File: src/rtl/uart_fifo_periph.sv
// Memory-mapped 8N1 UART with TX/RX FIFOs, runtime baud divisor, sticky error flags and level irq.
// Bus accesses acknowledge one cycle after the request; side effects commit on the request cycle.

module uart_fifo_periph_fifo #(
  parameter int unsigned DEPTH = 8
) (
  input  logic                    clk,
  input  logic                    rst_n,
  input  logic                    clr,
  input  logic                    push,
  input  logic                    pop,
  input  logic [7:0]              wdata,
  output logic [7:0]              head_c,
  output logic [$clog2(DEPTH):0]  count_c,
  output logic                    empty_c,
  output logic                    full_c,
  output logic                    drop_c
);
  localparam int unsigned AW = $clog2(DEPTH);
  localparam int unsigned PW = AW + 1;

  logic [7:0]    mem_q [DEPTH];
  logic [PW-1:0] wr_ptr_q;
  logic [PW-1:0] rd_ptr_q;
  logic          push_ok_c;
  logic          pop_ok_c;

  // A pop on an empty FIFO is ignored; a push into a full FIFO only succeeds alongside a real pop.
  always_comb begin
    count_c   = wr_ptr_q - rd_ptr_q;
    empty_c   = (count_c == '0);
    full_c    = (count_c == PW'(DEPTH));
    head_c    = mem_q[rd_ptr_q[AW-1:0]];
    pop_ok_c  = pop & ~empty_c;
    push_ok_c = push & (~full_c | pop_ok_c);
    drop_c    = push & ~push_ok_c & ~clr;
  end

  always_ff @(posedge clk or negedge rst_n) begin
    if (!rst_n) begin
      wr_ptr_q <= '0;
      rd_ptr_q <= '0;
    end else if (clr) begin
      wr_ptr_q <= '0;
      rd_ptr_q <= '0;
    end else begin
      if (push_ok_c) wr_ptr_q <= wr_ptr_q + PW'(1);
      if (pop_ok_c)  rd_ptr_q <= rd_ptr_q + PW'(1);
    end
  end

  always_ff @(posedge clk) begin
    if (push_ok_c && !clr) mem_q[wr_ptr_q[AW-1:0]] <= wdata;
  end
endmodule

module uart_fifo_periph #(
  parameter int unsigned CLK_HZ        = 10000000,
  parameter int unsigned UART_BIT_RATE = 115200,
  parameter int unsigned FIFO_DEPTH    = 8,
  parameter int unsigned DIV_WIDTH     = 16
) (
  input  logic        clk,
  input  logic        rst_n,
  input  logic        sel,
  input  logic [1:0]  addr,
  input  logic [31:0] wdata,
  input  logic        we,
  input  logic        re,
  output logic [31:0] rdata,
  output logic        ready,
  output logic        uart_tx,
  input  logic        uart_rx,
  output logic        irq
);
  localparam int unsigned DIV_RST = CLK_HZ / UART_BIT_RATE;
  localparam int unsigned CNT_W   = $clog2(FIFO_DEPTH) + 1;

  localparam logic [1:0] A_DATA   = 2'd0;
  localparam logic [1:0] A_STATUS = 2'd1;
  localparam logic [1:0] A_DIV    = 2'd2;
  localparam logic [1:0] A_CTRL   = 2'd3;

  localparam logic [1:0] S_IDLE  = 2'd0;
  localparam logic [1:0] S_START = 2'd1;
  localparam logic [1:0] S_DATA  = 2'd2;
  localparam logic [1:0] S_STOP  = 2'd3;

  // Bus decode: a simultaneous we/re is a write.
  logic wr_c, rd_c, data_wr_c, data_rd_c, status_wr_c, div_wr_c, ctrl_wr_c;
  logic unused_wdata_c;

  assign wr_c           = sel & we;
  assign rd_c           = sel & re & ~we;
  assign data_wr_c      = wr_c & (addr == A_DATA);
  assign data_rd_c      = rd_c & (addr == A_DATA);
  assign status_wr_c    = wr_c & (addr == A_STATUS);
  assign div_wr_c       = wr_c & (addr == A_DIV);
  assign ctrl_wr_c      = wr_c & (addr == A_CTRL);
  assign unused_wdata_c = ^(wdata >> DIV_WIDTH);

  logic [DIV_WIDTH-1:0] div_q;
  logic                 txen_q, rxen_q, rxie_q, txie_q;
  logic                 rxovr_q, ferr_q, brk_q, txovf_q;

  // FIFOs
  logic [7:0]       tx_head_c, rx_head_c;
  logic [CNT_W-1:0] tx_cnt_unused, rx_cnt_c;
  logic             tx_empty_c, tx_full_c, tx_drop_c;
  logic             rx_empty_c, rx_full_c, rx_drop_c;
  logic             tx_pop_c, rx_push_c;
  logic [7:0]       rx_sh_q;

  uart_fifo_periph_fifo #(.DEPTH(FIFO_DEPTH)) u_tx_fifo (
    .clk     (clk),
    .rst_n   (rst_n),
    .clr     (ctrl_wr_c & wdata[4]),
    .push    (data_wr_c),
    .pop     (tx_pop_c),
    .wdata   (wdata[7:0]),
    .head_c  (tx_head_c),
    .count_c (tx_cnt_unused),
    .empty_c (tx_empty_c),
    .full_c  (tx_full_c),
    .drop_c  (tx_drop_c)
  );

  uart_fifo_periph_fifo #(.DEPTH(FIFO_DEPTH)) u_rx_fifo (
    .clk     (clk),
    .rst_n   (rst_n),
    .clr     (ctrl_wr_c & wdata[5]),
    .push    (rx_push_c),
    .pop     (data_rd_c),
    .wdata   (rx_sh_q),
    .head_c  (rx_head_c),
    .count_c (rx_cnt_c),
    .empty_c (rx_empty_c),
    .full_c  (rx_full_c),
    .drop_c  (rx_drop_c)
  );

  // Transmitter
  logic [1:0]           tx_state_q, tx_state_d;
  logic [DIV_WIDTH-1:0] tx_cnt_q, tx_cnt_d, tx_div_q, tx_div_d;
  logic [2:0]           tx_bit_q, tx_bit_d;
  logic [7:0]           tx_sh_q, tx_sh_d;
  logic                 tx_line_d, tx_last_c, tx_go_c;

  always_comb begin
    tx_state_d = tx_state_q;
    tx_cnt_d   = tx_cnt_q + DIV_WIDTH'(1);
    tx_div_d   = tx_div_q;
    tx_bit_d   = tx_bit_q;
    tx_sh_d    = tx_sh_q;
    tx_line_d  = uart_tx;
    tx_pop_c   = 1'b0;
    tx_last_c  = (tx_cnt_q == tx_div_q - DIV_WIDTH'(1));
    tx_go_c    = txen_q & ~tx_empty_c;
    case (tx_state_q)
      S_IDLE: begin
        tx_cnt_d  = '0;
        tx_line_d = 1'b1;
        if (tx_go_c) begin
          tx_pop_c   = 1'b1;
          tx_state_d = S_START;
          tx_div_d   = div_q;
          tx_sh_d    = tx_head_c;
          tx_line_d  = 1'b0;
        end
      end
      S_START: begin
        if (tx_last_c) begin
          tx_state_d = S_DATA;
          tx_cnt_d   = '0;
          tx_bit_d   = 3'd0;
          tx_line_d  = tx_sh_q[0];
        end
      end
      S_DATA: begin
        if (tx_last_c) begin
          tx_cnt_d = '0;
          if (tx_bit_q == 3'd7) begin
            tx_state_d = S_STOP;
            tx_line_d  = 1'b1;
          end else begin
            tx_bit_d  = tx_bit_q + 3'd1;
            tx_sh_d   = {1'b0, tx_sh_q[7:1]};
            tx_line_d = tx_sh_q[1];
          end
        end
      end
      S_STOP: begin
        if (tx_last_c) begin
          tx_cnt_d = '0;
          // Chain straight into the next start bit when more data is queued.
          if (tx_go_c) begin
            tx_pop_c   = 1'b1;
            tx_state_d = S_START;
            tx_div_d   = div_q;
            tx_sh_d    = tx_head_c;
            tx_line_d  = 1'b0;
          end else begin
            tx_state_d = S_IDLE;
            tx_line_d  = 1'b1;
          end
        end
      end
      default: begin
        tx_state_d = S_IDLE;
        tx_line_d  = 1'b1;
      end
    endcase
  end

  always_ff @(posedge clk or negedge rst_n) begin
    if (!rst_n) begin
      tx_state_q <= S_IDLE;
      tx_cnt_q   <= '0;
      tx_div_q   <= DIV_WIDTH'(DIV_RST);
      tx_bit_q   <= 3'd0;
      tx_sh_q    <= 8'd0;
      uart_tx    <= 1'b1;
    end else begin
      tx_state_q <= tx_state_d;
      tx_cnt_q   <= tx_cnt_d;
      tx_div_q   <= tx_div_d;
      tx_bit_q   <= tx_bit_d;
      tx_sh_q    <= tx_sh_d;
      uart_tx    <= tx_line_d;
    end
  end

  // Receiver: synchroniser plus a third flop for falling-edge detection.
  logic                 rx_s1_q, rx_s2_q, rx_s3_q;
  logic [1:0]           rx_state_q, rx_state_d;
  logic [DIV_WIDTH-1:0] rx_cnt_q, rx_cnt_d, rx_div_q, rx_div_d;
  logic [2:0]           rx_bit_q, rx_bit_d;
  logic [7:0]           rx_sh_d;
  logic                 rx_last_c, rx_mid_c, rx_ferr_c, rx_brk_c;

  always_comb begin
    rx_state_d = rx_state_q;
    rx_cnt_d   = rx_cnt_q + DIV_WIDTH'(1);
    rx_div_d   = rx_div_q;
    rx_bit_d   = rx_bit_q;
    rx_sh_d    = rx_sh_q;
    rx_push_c  = 1'b0;
    rx_ferr_c  = 1'b0;
    rx_brk_c   = 1'b0;
    rx_last_c  = (rx_cnt_q == rx_div_q - DIV_WIDTH'(1));
    rx_mid_c   = (rx_cnt_q == (rx_div_q >> 1) - DIV_WIDTH'(1));
    case (rx_state_q)
      S_IDLE: begin
        rx_cnt_d = '0;
        if (rxen_q && rx_s3_q && !rx_s2_q) begin
          rx_state_d = S_START;
          rx_div_d   = div_q;
        end
      end
      S_START: begin
        if (rx_mid_c) begin
          rx_cnt_d = '0;
          rx_bit_d = 3'd0;
          rx_state_d = rx_s2_q ? S_IDLE : S_DATA;
        end
      end
      S_DATA: begin
        if (rx_last_c) begin
          rx_cnt_d = '0;
          rx_sh_d  = {rx_s2_q, rx_sh_q[7:1]};
          if (rx_bit_q == 3'd7) rx_state_d = S_STOP;
          else                  rx_bit_d   = rx_bit_q + 3'd1;
        end
      end
      S_STOP: begin
        if (rx_last_c) begin
          rx_cnt_d   = '0;
          rx_state_d = S_IDLE;
          if (rx_s2_q) begin
            rx_push_c = 1'b1;
          end else begin
            rx_ferr_c = 1'b1;
            rx_brk_c  = (rx_sh_q == 8'd0);
          end
        end
      end
      default: rx_state_d = S_IDLE;
    endcase
  end

  always_ff @(posedge clk or negedge rst_n) begin
    if (!rst_n) begin
      rx_s1_q    <= 1'b1;
      rx_s2_q    <= 1'b1;
      rx_s3_q    <= 1'b1;
      rx_state_q <= S_IDLE;
      rx_cnt_q   <= '0;
      rx_div_q   <= DIV_WIDTH'(DIV_RST);
      rx_bit_q   <= 3'd0;
      rx_sh_q    <= 8'd0;
    end else begin
      rx_s1_q    <= uart_rx;
      rx_s2_q    <= rx_s1_q;
      rx_s3_q    <= rx_s2_q;
      rx_state_q <= rx_state_d;
      rx_cnt_q   <= rx_cnt_d;
      rx_div_q   <= rx_div_d;
      rx_bit_q   <= rx_bit_d;
      rx_sh_q    <= rx_sh_d;
    end
  end

  // Register read mux
  logic [31:0] status_c, rd_mux_c, rx_cnt_w_c;
  logic [3:0]  rx_cnt_sat_c;

  always_comb begin
    rx_cnt_w_c   = 32'(rx_cnt_c);
    rx_cnt_sat_c = (rx_cnt_w_c > 32'd15) ? 4'hF : rx_cnt_w_c[3:0];
    status_c        = '0;
    status_c[0]     = ~rx_empty_c;
    status_c[1]     = rx_full_c;
    status_c[2]     = tx_empty_c;
    status_c[3]     = tx_full_c;
    status_c[4]     = (tx_state_q != S_IDLE);
    status_c[5]     = rxovr_q;
    status_c[6]     = ferr_q;
    status_c[7]     = brk_q;
    status_c[8]     = txovf_q;
    status_c[15:12] = rx_cnt_sat_c;
    case (addr)
      A_DATA:   rd_mux_c = rx_empty_c ? 32'd0 : {23'd0, 1'b1, rx_head_c};
      A_STATUS: rd_mux_c = status_c;
      A_DIV:    rd_mux_c = 32'(div_q);
      default:  rd_mux_c = {28'd0, txie_q, rxie_q, rxen_q, txen_q};
    endcase
  end

  // Bus response, control registers, sticky flags and interrupt.
  always_ff @(posedge clk or negedge rst_n) begin
    if (!rst_n) begin
      ready   <= 1'b0;
      rdata   <= '0;
      div_q   <= DIV_WIDTH'(DIV_RST);
      txen_q  <= 1'b1;
      rxen_q  <= 1'b1;
      rxie_q  <= 1'b0;
      txie_q  <= 1'b0;
      rxovr_q <= 1'b0;
      ferr_q  <= 1'b0;
      brk_q   <= 1'b0;
      txovf_q <= 1'b0;
      irq     <= 1'b0;
    end else begin
      ready <= sel & (we | re);
      rdata <= rd_c ? rd_mux_c : 32'd0;
      if (div_wr_c) begin
        div_q <= (wdata[DIV_WIDTH-1:0] < DIV_WIDTH'(2)) ? DIV_WIDTH'(2) : wdata[DIV_WIDTH-1:0];
      end
      if (ctrl_wr_c) begin
        {txie_q, rxie_q, rxen_q, txen_q} <= wdata[3:0];
      end
      // A new event in the same cycle as a clear keeps the flag set.
      rxovr_q <= (rxovr_q & ~(status_wr_c & wdata[5])) | rx_drop_c;
      ferr_q  <= (ferr_q  & ~(status_wr_c & wdata[6])) | rx_ferr_c;
      brk_q   <= (brk_q   & ~(status_wr_c & wdata[7])) | rx_brk_c;
      txovf_q <= (txovf_q & ~(status_wr_c & wdata[8])) | tx_drop_c;
      irq     <= (rxie_q & ~rx_empty_c) | (txie_q & tx_empty_c & (tx_state_q == S_IDLE));
    end
  end
endmodule
File: config.mk
export PLATFORM = sky130hd
export DESIGN_NAME = uart_fifo_periph
export DESIGN_NICKNAME = d
export VERILOG_FILES = /design/src/rtl/uart_fifo_periph.sv
export SDC_FILE = /design/constraint.sdc
export NUM_CORES = 1
export LEC_CHECK = 0
export CAP_MARGIN = 20
export CORE_MARGIN = 5
export CORE_UTILIZATION = 60
export DETAILED_ROUTE_END_ITERATION = 8
export GPL_ROUTABILITY_DRIVEN = 0
export GPL_TIMING_DRIVEN = 0
export PLACE_DENSITY = 0.8
export SLEW_MARGIN = 20
export SYNTH_ARGS = -nofsm -noshare
export SYNTH_HDL_FRONTEND = slang
export SYNTH_SLANG_ARGS = --single-unit
File: constraint.sdc
create_clock -name clk -period 4.6 [get_ports clk]
set_input_delay 0.46 -clock clk [delete_from_list [all_inputs] [get_ports clk]]
set_output_delay 0.46 -clock clk [all_outputs]
set_load 0.01 [all_outputs]
==> summary.md, run 1 <==
| Metric | Value |
|---|---|
| Combinational group share of total power | `0.362` |
| Final hold viol count | `0` |
| Met3 global-route usage | `0.03028` |
| IR drop worst, VDD | `roughly 0.00037 V` |
| WL/cell | `slightly below 20 um` |
| Library cell with the highest instance count after synthesis | `dfrtp_1` |
| Fin cells | `1629` |
| Sink Count | `between 200 and 300` |
| Port-buffer cells | `41` |
| Clock Latency Late Sink | `roughly 0.55 ns` |
| Clock-pin slew on the worst setup and hold paths | `~0.060 ns` |
| Tcrit/Tclk final | `0.9422` |
| Antenna diodes | `0` |
| CP Capture Type | `flip-flop` |
| Largest net degree at the start of global routing | `between 90 and 100` |
| Synth top area cells | `edfxtp_1 (27%), dfrtp_1 (24%), mux4_2 (5.1%)` |
| Syn avg cell area | `approximately 12 um^2` |
| DRT iter0 DRCs | `902` |
| First-pass GRT wire length | `50530 um` |
| Internal power | `approximately 5.9 mW` |
| Clk root buf | `clkbuf_16` |
| P per Cell Area | `563.2 mW/mm^2` |
| Final min period | `between 4 and 5 ns` |
| Fin area | `between 0.015 and 0.02 mm^2` |
| Post-synthesis cell count | `1192` |
| Share of cells above drive strength 1 | `0.1794` |
| GRT busiest layer | `met2` |
| Postcts setup bufs | `0` |
| DR pass1 iterations | `7` |
| Synth cell count leaders | `dfrtp_1 (134), edfxtp_1 (128), nand2_1 (120)` |
| CP arrival | `about 4.6 ns` |
| Remaining Overflow, GRT | `0` |
| Yosys top cell area share | `0.2734` |
| Slowest-stage cell, CP | `nor3b_1` |
| Switching Fraction | `0.3516` |
| Initial core utilization | `0.6043` |
| Layout area overhead | `14.76%` |
| Clock Power Share | `0.269` |
| WL final | `31600 um` |
| Async S/R FF share, synth | `0.5429` |
| Crit path max fanout | `10` |
| RSZ-0062 raised after global routing | `no` |
| RR Startpoint | `tx_div_q[0]$_DFFE_PN0P_` |
| CTS H-tree depth | `1` |
| Worst setup SP type | `flip-flop` |
| Gr usage total | `0.2395` |
| Vias/cell | `~6.0` |
| Switching power | `about 3.2 mW` |
| # Max-Cap Violations | `0` |
| Placed cells | `~1600` |
| Die X-Extent | `163.1 um` |
| Sequential fraction of the synthesis area | `0.5456` |
| Rel. slew slack | `0.2774` |
| Clock Path Buffers | `3` |
| Most used cell, CP | `buf_2` |
| Reg power frac | `0.369` |
| Antenna-violating nets left | `0` |
| Setup TNS | `0 ns` |
| Endpoints failing setup | `0` |
| Least-Margin Pin Slew | `between 1 and 1.5 ns` |
| Drt drc | `0` |
| Max Fclk | `between 0.2 and 0.25 GHz` |
| Worst r2r dst | `u_tx_fifo.mem_q[7][7]$_DFFE_PP_` |
| Io pins | `75` |
| FF+latch count, synth | `between 200 and 300` |
| Vias in the first global route | `around 9500` |
| Yosys warning count | `0` |
| Hold_ws | `between 0.2 and 0.3 ns` |
| Max-slew violation count | `0` |
| CTS buffer count | `29` |
| Fin nets | `approximately 1400` |
| Mapped Area | `between 0.01 and 0.015 mm^2` |
| Initial antenna violation count | `0` |
| CP Launch Point | `tx_div_q[0]$_DFFE_PN0P_` |
| R2R cell count | `12` |
| Met1 Use GR | `0.3182` |
| Full die area | `about 0.027 mm^2` |
| TritonCTS clock tree | `yes` |
| Cell taking the most area after synthesis | `edfxtp_1` |
| Worst R2R Setup Slack | `between 0.2 and 0.3 ns` |
| Ys flop type | `dfrtp_1` |
| Critical path, cell by cell | `inv_1 -> ha_1 -> nor3b_1 -> nand4_1 -> mux2_2 -> o211ai_1 -> and4_1 -> buf_2 -> o21ai_1 -> and2_1 -> nor4b_2 -> buf_2` |
| Worst setup path category | `flip-flop to flip-flop` |
| Routed via count | `between 9000 and 10000` |
| DP Area | `around 0.015 mm^2` |
| Placeable Area | `0.02326 mm^2` |
| Leak | `6.293 nW` |
| FP Rows | `between 50 and 60` |
| CP endpoint | `u_tx_fifo.mem_q[7][7]$_DFFE_PP_` |
| Synth cell types | `between 80 and 90` |
| Skew final | `approximately 0.020 ns` |
| Hold crit path type | `input port to asynchronous set/reset pin` |
| Chip Height | `between 150 and 200 um` |
| Detail Placement HPWL | `22020 um` |
| Status | `completed` |
| Number of flops mapped to enable cells by yosys | `128` |
| Max incr delay on CP | `just under 0.7 ns` |
| Met2 Use GR | `0.4111` |
| Req. time, crit path | `around 4.9 ns` |
## worst max-delay path, delay by kind of cell (launching register included)
family	cells	cell delay, ns
compound gates	2	0.36
mux	1	0.33
simple gates	5	2.09
fa+ha+maj	1	0.22
flops	1	0.47
buf+inv	3	0.58
## layer usage
metal	part of all wire	vias to the layer above
li1	-	4483
met1	0.40	4802
met2	0.50	389
met3	0.057	82
met4	0.037	0
met5	0	-
## power groups by stage
stage	Clock [mW]	Combinational, mW	Sequential (mW)
after CTS	2.47	3.27	3.34
after global placement	0	3.11	3.36
after global routing	2.58	3.63	3.39
after floorplan	0	2.53	3.26
final	2.44	3.29	3.35
after detailed placement	0	3.23	3.38
## cell families after synthesis
group                      count (synthesis)  synth area share
buffers and inverters                    111           0.03694
other                                      1         0.0002668
adders and majority gates                 25           0.02279
DFF                                      280            0.5456
AOI/OAI and AO/OA                        158           0.07468
muxes                                    105            0.1107
xor gates and xnor gates                  97           0.06044
and+or+nand+nor                          415            0.1486
## what timing repair did
item,4_1_cts,5_1_grt
gates resized for setup,6,8
pin swaps,0,0
setup endpoints to repair,60,68
endpoints found under the hold margin,88,0
hold buffers,1,0
## layout make-up
cell class | count | area, um^2
flip-flops and latches | 280 | 7670
fillers | 1687 | 7131
multi-input cells | 816 | 6026
clock buffers | 37 | 775.7
repair buffers | 50 | 513.0
well taps | 319 | 399.1
plain buffers | 75 | 386.6
clock inverters | 17 | 230.2
inverters | 35 | 131.4
## registers in the layout, indices dropped and copies added (netlist names), 2 cells and up, named ones only
| register | flops |
|---|---|
| rx_div_q | 16 |
| rx_sh_q | 8 |
| u_rx_fifo.wr_ptr_q | 4 |
| div_q | 16 |
| tx_div_q | 16 |
| u_tx_fifo.wr_ptr_q | 4 |
| rx_bit_q | 3 |
| tx_cnt_q | 16 |
| tx_sh_q | 8 |
| tx_bit_q | 3 |
| rdata | 16 |
| rx_cnt_q | 16 |
| u_rx_fifo.rd_ptr_q | 4 |
| u_tx_fifo.mem_q | 64 |
| u_rx_fifo.mem_q | 64 |
| tx_state_q | 2 |
| u_tx_fifo.rd_ptr_q | 4 |
## metrics by stage
step / util / total power [mW] / setup WS [ns]
finish: 0.6935 / 9.085 / 0.2657
global route: 0.6935 / 9.594 / 0.01909
CTS: 0.6923 / 9.073 / 0.04238
detailed placement: 0.6478 / 6.603 / -0.4604
global placement: 0.6415 / 6.472 / -3.074
floorplan: - / 5.789 / 0.4072
## cells in the final DEF (no fill, tap or decap), types with 18 or more instances in the layout
| cell | netlist | layout |
|---|---|---|
| a21oi_1 | 28 | 28 |
| and3_1 | 18 | 18 |
| buf_4 | 18 | 19 |
| clkbuf_1 | 41 | 45 |
| clkbuf_16 | 0 | 29 |
| clkdlybuf4s50_1 | 0 | 40 |
| dfrtp_1 | 134 | 134 |
| dfstp_2 | 18 | 18 |
| edfxtp_1 | 128 | 128 |
| ha_1 | 24 | 24 |
| inv_1 | 33 | 33 |
| mux2_2 | 47 | 47 |
| mux4_2 | 32 | 32 |
| nand2_1 | 120 | 120 |
| nand3_1 | 39 | 39 |
| nor2_1 | 106 | 101 |
| nor3_1 | 23 | 18 |
| o21ai_0 | 51 | 51 |
| xnor2_1 | 55 | 55 |
| xor2_1 | 42 | 42 |
## how the worst min path moves through the flow
stage                      start                         end  slack, ns  cells past startpoint
2_1_floorplan              rst_n  asynchronous set/reset pin       0.16                      0
3_3_place_gp   rx_s1_q$_DFF_PN1_           rx_s2_q$_DFF_PN1_       0.35                      0
3_5_place_dp               rst_n       tx_cnt_q[5]$_DFF_PN0_       0.24                      1
4_1_cts                    rst_n       tx_cnt_q[5]$_DFF_PN0_       0.27                      2
5_1_grt                    rst_n       tx_cnt_q[5]$_DFF_PN0_       0.28                      2
6_report                   rst_n       tx_cnt_q[5]$_DFF_PN0_       0.28                      2
(Power assumes the default switching activity.)
==> run 2: changes to the inputs <==
--- a/config.mk
+++ b/config.mk
@@ -11,7 +11,7 @@
 export DETAILED_ROUTE_END_ITERATION = 8
 export GPL_ROUTABILITY_DRIVEN = 0
 export GPL_TIMING_DRIVEN = 0
-export PLACE_DENSITY = 0.8
+export PLACE_DENSITY = 0.81
 export SLEW_MARGIN = 20
 export SYNTH_ARGS = -nofsm -noshare
 export SYNTH_HDL_FRONTEND = slang
==> run 2 against run 1 <==
Worst setup slack gained 0.0027 ns. Via count grew 0.72%. Clock power grew 6%. Power grew 2.1%. Sequential power is essentially flat. Register-to-register slack is essentially flat. Die area is the same. Cell count shrank 0.18%. Clock-buffer cell count shrank 6. First-iteration DRC count grew 0.44%. Non-clock buffer count shrank 1. Clock skew shrank 0.0020 ns. Critical endpoint is now u_rx_fifo.mem_q[5][6]$_DFFE_PP_. Largest cell class unchanged. Highest routed layer unchanged.
==> summary.md, run 2 (same netlist as run 1, synthesis figures left out) <==
| Metric | Value |
|---|---|
| CP Capture Type | `flip-flop` |
| Gr usage total | `0.2426` |
| Placed cells | `about 1600` |
| Io pins | `between 70 and 80` |
| DRT iter0 DRCs | `between 900 and 1000` |
| Commonest non-fill, non-tap cell in the layout | `dfrtp_1` |
| Rel. slew slack | `0.2535` |
| Remaining Overflow, GRT | `0` |
| Antenna diodes | `0` |
| Fin cells | `roughly 1600` |
| Port-buffer cells | `41` |
| Status | `completed` |
| RSZ-0062 raised after global routing | `no` |
| Full die area | `approximately 0.027 mm^2` |
| Crit path max fanout | `10` |
| Tcrit/Tclk final | `0.9416` |
| IR drop worst, VDD | `between 0.0003 and 0.0004 V` |
| Skew final | `around 0.018 ns` |
| Placeable Area | `roughly 0.023 mm^2` |
| Drt drc | `0` |
| Clock Latency Late Sink | `approximately 0.55 ns` |
| WL/cell | `~20 um` |
| First-pass GRT wire length | `51560 um` |
| WL final | `roughly 32000 um` |
| Largest net degree at the start of global routing | `81` |
| Hold_ws | `around 0.34 ns` |
| Share of cells above drive strength 1 | `0.1821` |
| Clk root buf | `clkbuf_16` |
| FP Rows | `56` |
| # Max-Cap Violations | `0` |
| Worst setup path category | `flip-flop to flip-flop` |
| Req. time, crit path | `a little under 5 ns` |
| Detail Placement HPWL | `approximately 22000 um` |
| Leak | `about 6.3 nW` |
| Layout area overhead | `15.09%` |
| Vias/cell | `6.043` |
| Initial core utilization | `0.6043` |
| TritonCTS clock tree | `yes` |
| Sink Count | `280` |
| Antenna-violating nets left | `0` |
| Chip Height | `about 160 um` |
| Max-slew violation count | `0` |
| Fin nets | `about 1400` |
| Endpoints failing setup | `0` |
| CTS H-tree depth | `1` |
| P per Cell Area | `about 570 mW/mm^2` |
| Clock-pin slew on the worst setup and hold paths | `0.07 ns` |
| Initial antenna violation count | `0` |
| Highest-count cells in the layout ignoring fill and taps | `dfrtp_1 (134), edfxtp_1 (128), nand2_1 (120)` |
| Vias in the first global route | `between 9000 and 10000` |
| Hold crit path type | `input port to flip-flop` |
| Postcts setup bufs | `0` |
| Worst setup SP type | `flip-flop` |
| Final hold viol count | `0` |
| CTS buffer count | `28` |
| Final min period | `between 4 and 5 ns` |
| Least-Margin Pin Slew | `around 1.1 ns` |
| CP arrival | `~4.6 ns` |
| Max Fclk | `~0.23 GHz` |
| Clock Path Buffers | `3` |
| Routed via count | `~9800` |
| DR pass1 iterations | `6` |
| Die X-Extent | `between 150 and 200 um` |
## run 2: cell types whose count changed in the layout (fill, tap and decap cells not counted), moves of 2 or more
cell,previous run,this run
bufinv_16,5,8
clkbuf_1,45,39
buf_2,15,13
clkinv_2,4,7
clkinvlp_4,4,1
buf_4,19,21
## run 2: final cells by class
type,count,area [um^2]
Tap cell,319,399.1
Buffer,75,386.6
Timing Repair Buffer,49,490.5
Multi-Input combinational cell,816,6035
Sequential cell,280,7670
Fill cell,1641,7084
Inverter,35,131.4
Clock buffer,31,742.0
Clock inverter,21,324.1
## run 2: final timing paths
kind / startpoint / slack [ns] / depth (start not counted) / end
max: u_rx_fifo.rd_ptr_q[1]$_DFFE_PN0P_ / 0.27 / 13 / u_rx_fifo.mem_q[5][6]$_DFFE_PP_
min: uart_rx / 0.34 / 1 / rx_s1_q$_DFF_PN1_
max reg2reg: u_rx_fifo.rd_ptr_q[1]$_DFFE_PN0P_ / 0.27 / 13 / u_rx_fifo.mem_q[5][6]$_DFFE_PP_
min reg2reg: rx_s1_q$_DFF_PN1_ / 0.35 / 0 / rx_s2_q$_DFF_PN1_
max in group asynchronous: rst_n / 3.28 / 3 / rx_s1_q$_DFF_PN1_
min in group asynchronous: rst_n / 0.48 / 2 / tx_cnt_q[5]$_DFF_PN0_
## run 2: layer usage
| layer | vias up | share of wire | routed length, um | track usage |
|---|---|---|---|---|
| li1 | 4484 | - | - | - |
| met1 | 4850 | 0.41 | 13190 | 0.3286 |
| met2 | 405 | 0.50 | 15990 | 0.4138 |
| met3 | 87 | 0.052 | 1654 | 0.02549 |
| met4 | 0 | 0.037 | 1198 | 0.08349 |
| met5 | - | 0 | 0 | 0 |
## run 2: worst max-delay path: stages, from the launching register on
cell	delay [ns]
dfrtp_1	0.36
clkbuf_1	0.47
clkbuf_2	0.37
inv_1	0.14
fa_1	0.46
xor2_1	0.19
nor3b_1	0.55
o21ai_0	0.23
nor3_1	0.35
nor2_1	0.12
nand3_1	0.14
buf_2	0.33
nor4_2	0.14
buf_2	0.22
## run 2: per-stage QoR
stage / total power [mW] / utilization / TNS (ns) / setup slack (ns) / area (um^2)
floorplan: 5.789 / - / 0 / 0.4072 / 14110
global placement: 6.471 / 0.6415 / -459.69 / -3.105 / 14920
detailed placement: 6.619 / 0.6470 / -10.13 / -0.2762 / 15050
CTS: 9.253 / 0.6940 / 0 / 0.07645 / 16140
global route: 9.780 / 0.6955 / 0 / 0.06164 / 16180
finish: 9.274 / 0.6955 / 0 / 0.2685 / 16180
## run 2: where the power goes
part | internal [mW] | switching, mW
clock network | 1.61 | 0.968
logic | 1.43 | 1.90
registers | 2.98 | 0.379
total | 6.03 | 3.25
## run 2: repair_timing
action                     4_1_cts  5_1_grt
gates resized for setup          6        7
hold buffers                     1        0
hold endpoints to repair        70        0
setup endpoints to repair       60       86
pin swaps                        0        0
gates cloned                     0        0
==> run 3: changes to the inputs <==
--- a/config.mk
+++ b/config.mk
@@ -15,4 +15,5 @@
 export SLEW_MARGIN = 20
 export SYNTH_ARGS = -nofsm -noshare
 export SYNTH_HDL_FRONTEND = slang
+export SYNTH_HIERARCHICAL = 1
 export SYNTH_SLANG_ARGS = --single-unit
==> run 3 against run 2 <==
Via count down 2.2%. Utilization up 0.070 points. Critical path depth up 1. Clock-buffer cell count up 5. Synthesized cell count down 2.9%. Power about the same. Global-route usage up 0.30 points. Critical endpoint is now u_rx_fifo/mem_q[0][6]$_DFFE_PP_. Largest power group is now combinational logic. Highest routed layer is now met5.
==> summary.md, run 3 <==
| Metric | Value |
|---|---|
| Status | `completed` |
| Worst setup path category | `flip-flop to flip-flop` |
| Remaining Overflow, GRT | `0` |
| WL/cell | `around 20 um` |
| Clock Path Buffers | `3` |
| Clk root buf | `clkbuf_16` |
| Ys flop type | `dfrtp_1` |
| Req. time, crit path | `just under 5 ns` |
| Async S/R FF share, synth | `0.5429` |
| Final worst slack | `approximately 0.17 ns` |
| Combinational group share of total power | `0.384` |
| Cell taking the most area after synthesis | `edfxtp_1` |
| Internal power | `between 5 and 6 mW` |
| CP delay by family, top | `simple AND/OR/NAND/NOR gates` |
| Max incr delay on CP | `a little under 0.7 ns` |
| Post-synthesis cell count | `between 1000 and 1500` |
| P per Cell Area | `572.4 mW/mm^2` |
| Final core utilization | `0.6962` |
| Layout area overhead | `14.96%` |
| Vias in the first global route | `~9700` |
| # Max-Cap Violations | `0` |
| Most used cell, CP | `nor4_4` |
| Io pins | `75` |
| Clock Latency Late Sink | `0.55 ns` |
| Gr usage total | `0.2456` |
| Routed wl met2 | `between 15000 and 20000 um` |
| Placeable Area | `0.02326 mm^2` |
| Worst setup SP type | `flip-flop` |
| Slowest-stage cell, CP | `or4_1` |
| Mapped Area | `0.01409 mm^2` |
| Rel. slew slack | `0.4276` |
| Initial antenna violation count | `1` |
| CTS buffer count | `29` |
| TritonCTS clock tree | `yes` |
| Setup TNS | `0 ns` |
| Chip Height | `roughly 160 um` |
| Largest net degree at the start of global routing | `96` |
| DP Area | `around 0.015 mm^2` |
| Number of flops mapped to enable cells by yosys | `between 100 and 150` |
| DRT iter0 DRCs | `770` |
| Switching Fraction | `0.3649` |
| Fin cells | `between 1500 and 2000` |
| Port-buffer cells | `41` |
| FF+latch count, synth | `280` |
| Least-Margin Pin Slew | `about 0.85 ns` |
| Commonest non-fill, non-tap cell in the layout | `dfrtp_1` |
| Die X-Extent | `roughly 160 um` |
| Hold crit path type | `input port to flip-flop` |
| WL final | `32240 um` |
| CP Buf/Inv Count | `4` |
| CP Capture Type | `flip-flop` |
| RSZ-0062 raised after global routing | `no` |
| Sink Count | `280` |
| Fin nets | `about 1300` |
| Initial core utilization | `0.6056` |
| Highest-count cells in the layout ignoring fill and taps | `dfrtp_1 (134), edfxtp_1 (128), nand2_1 (92)` |
| CP arrival | `about 4.7 ns` |
| Critical path, cell by cell | `clkbuf_1 -> or4_1 -> nor4_4 -> xnor2_1 -> or4_4 -> nor4_4 -> and2_1 -> buf_4 -> nand2_2 -> nor2_4 -> clkinv_1 -> or3_4 -> nor4_4 -> buf_4` |
| Yosys top cell area share | `0.2728` |
| Max-slew violation count | `0` |
| Max Fclk | `0.2260 GHz` |
| Skew final | `0.03070 ns` |
| Wl on met1 | `approximately 13000 um` |
| Vias/cell | `6.021` |
| Detail Placement HPWL | `22890 um` |
| Synth cell count leaders | `dfrtp_1 (134), edfxtp_1 (128), nand2_1 (92)` |
| Drt drc | `0` |
| Leak | `around 6.3 nW` |
| DR top layer | `met5` |
| FP Rows | `56` |
| Final hold viol count | `0` |
| Clock-pin slew on the worst setup and hold paths | `0.06 ns` |
| Antenna diodes | `0` |
| First-pass GRT wire length | `51770 um` |
| CTS H-tree depth | `1` |
| Clock Power Share | `0.249` |
| Synth top area cells | `edfxtp_1 (27%), dfrtp_1 (24%), mux4_2 (5.1%)` |
| Share of cells above drive strength 1 | `0.1981` |
| Switching power | `about 3.4 mW` |
| Tcrit/Tclk final | `0.9621` |
| Routed via count | `9609` |
| Synth cell types | `slightly above 90` |
| Final min period | `between 4 and 5 ns` |
| Library cell with the highest instance count after synthesis | `dfrtp_1` |
| Place WS | `-0.8857 ns` |
| Placed cells | `1544` |
| Endpoints failing setup | `0` |
| Hold_ws | `roughly 0.34 ns` |
| Total power | `9.269 mW` |
| Wire length on met3 | `around 1600 um` |
| IR drop worst, VDD | `about 0.00034 V` |
| Reg power frac | `0.367` |
| Sequential fraction of the synthesis area | `0.5445` |
| Full die area | `roughly 0.027 mm^2` |
| Yosys warning count | `6` |
| DR pass1 iterations | `5` |
| Syn avg cell area | `around 12 um^2` |
| Fin area | `~0.016 mm^2` |
| Antenna-violating nets left | `0` |
| Crit path max fanout | `9` |
-- run 3: path summary, 6_finish.rpt --
path	cells past startpoint	start	endpoint	slack (ns)
min in group asynchronous	2	rst_n	tx_cnt_q[2]$_DFF_PN0_	0.43
setup / recovery	14	rx_div_q[6]$_DFFE_PN1P_	u_rx_fifo/mem_q[0][6]$_DFFE_PP_	0.17
max in group asynchronous	3	rst_n	rx_s1_q$_DFF_PN1_	3.31
hold / removal	1	uart_rx	rx_s1_q$_DFF_PN1_	0.34
hold reg to reg	0	rx_s1_q$_DFF_PN1_	rx_s2_q$_DFF_PN1_	0.36
setup reg to reg	14	rx_div_q[6]$_DFFE_PN1P_	u_rx_fifo/mem_q[0][6]$_DFFE_PP_	0.17
-- run 3: power by group through the flow --
stage / clock (mW) / sequential (mW) / combinational (mW)
CTS: 2.36 / 3.35 / 3.54
global placement: 0 / 3.36 / 3.34
floorplan: 0 / 3.26 / 2.72
global route: 2.47 / 3.44 / 3.90
detailed placement: 0 / 3.38 / 3.49
finish: 2.31 / 3.40 / 3.56
-- run 3: final cells by class --
type                            count  area (um^2)
Buffer                             71        386.6
Multi-Input combinational cell    776         6096
Clock buffer                       36        772.0
Sequential cell                   280         7670
Fill cell                        1638         7068
Clock inverter                     18        180.2
Timing Repair Buffer               55        533.0
Tap cell                          319        399.1
Inverter                           41        157.7
-- run 3: per-layer routing --
| layer | vias up | track usage |
|---|---|---|
| li1 | 4426 | - |
| met1 | 4808 | 0.3215 |
| met2 | 301 | 0.4292 |
| met3 | 72 | 0.03003 |
| met4 | 2 | 0.08159 |
| met5 | - | 0 |
-- run 3: cell families (layout without fill, tap and decap cells) --
| logic type | Yosys count | in the layout | share of synthesized area |
|---|---|---|---|
| simple gates | 390 | 390 | 0.1510 |
| flops | 280 | 280 | 0.5445 |
| compound gates | 140 | 140 | 0.06901 |
| buf+inv | 117 | 221 | 0.03961 |
| mux | 113 | 113 | 0.1149 |
| xor+xnor | 91 | 91 | 0.05658 |
| fa+ha+maj | 26 | 26 | 0.02416 |
| other cells | 1 | 16 | 0.0002662 |
-- run 3: timing repair --
| item | 4_1_cts | 5_1_grt |
|---|---|---|
| hold buffers | 1 | 0 |
| hold endpoints to repair | 56 | 0 |
| setup buffers | 2 | 0 |
| setup endpoints to repair | 106 | 89 |
| pin swaps | 2 | 1 |
| gates resized for setup | 11 | 10 |
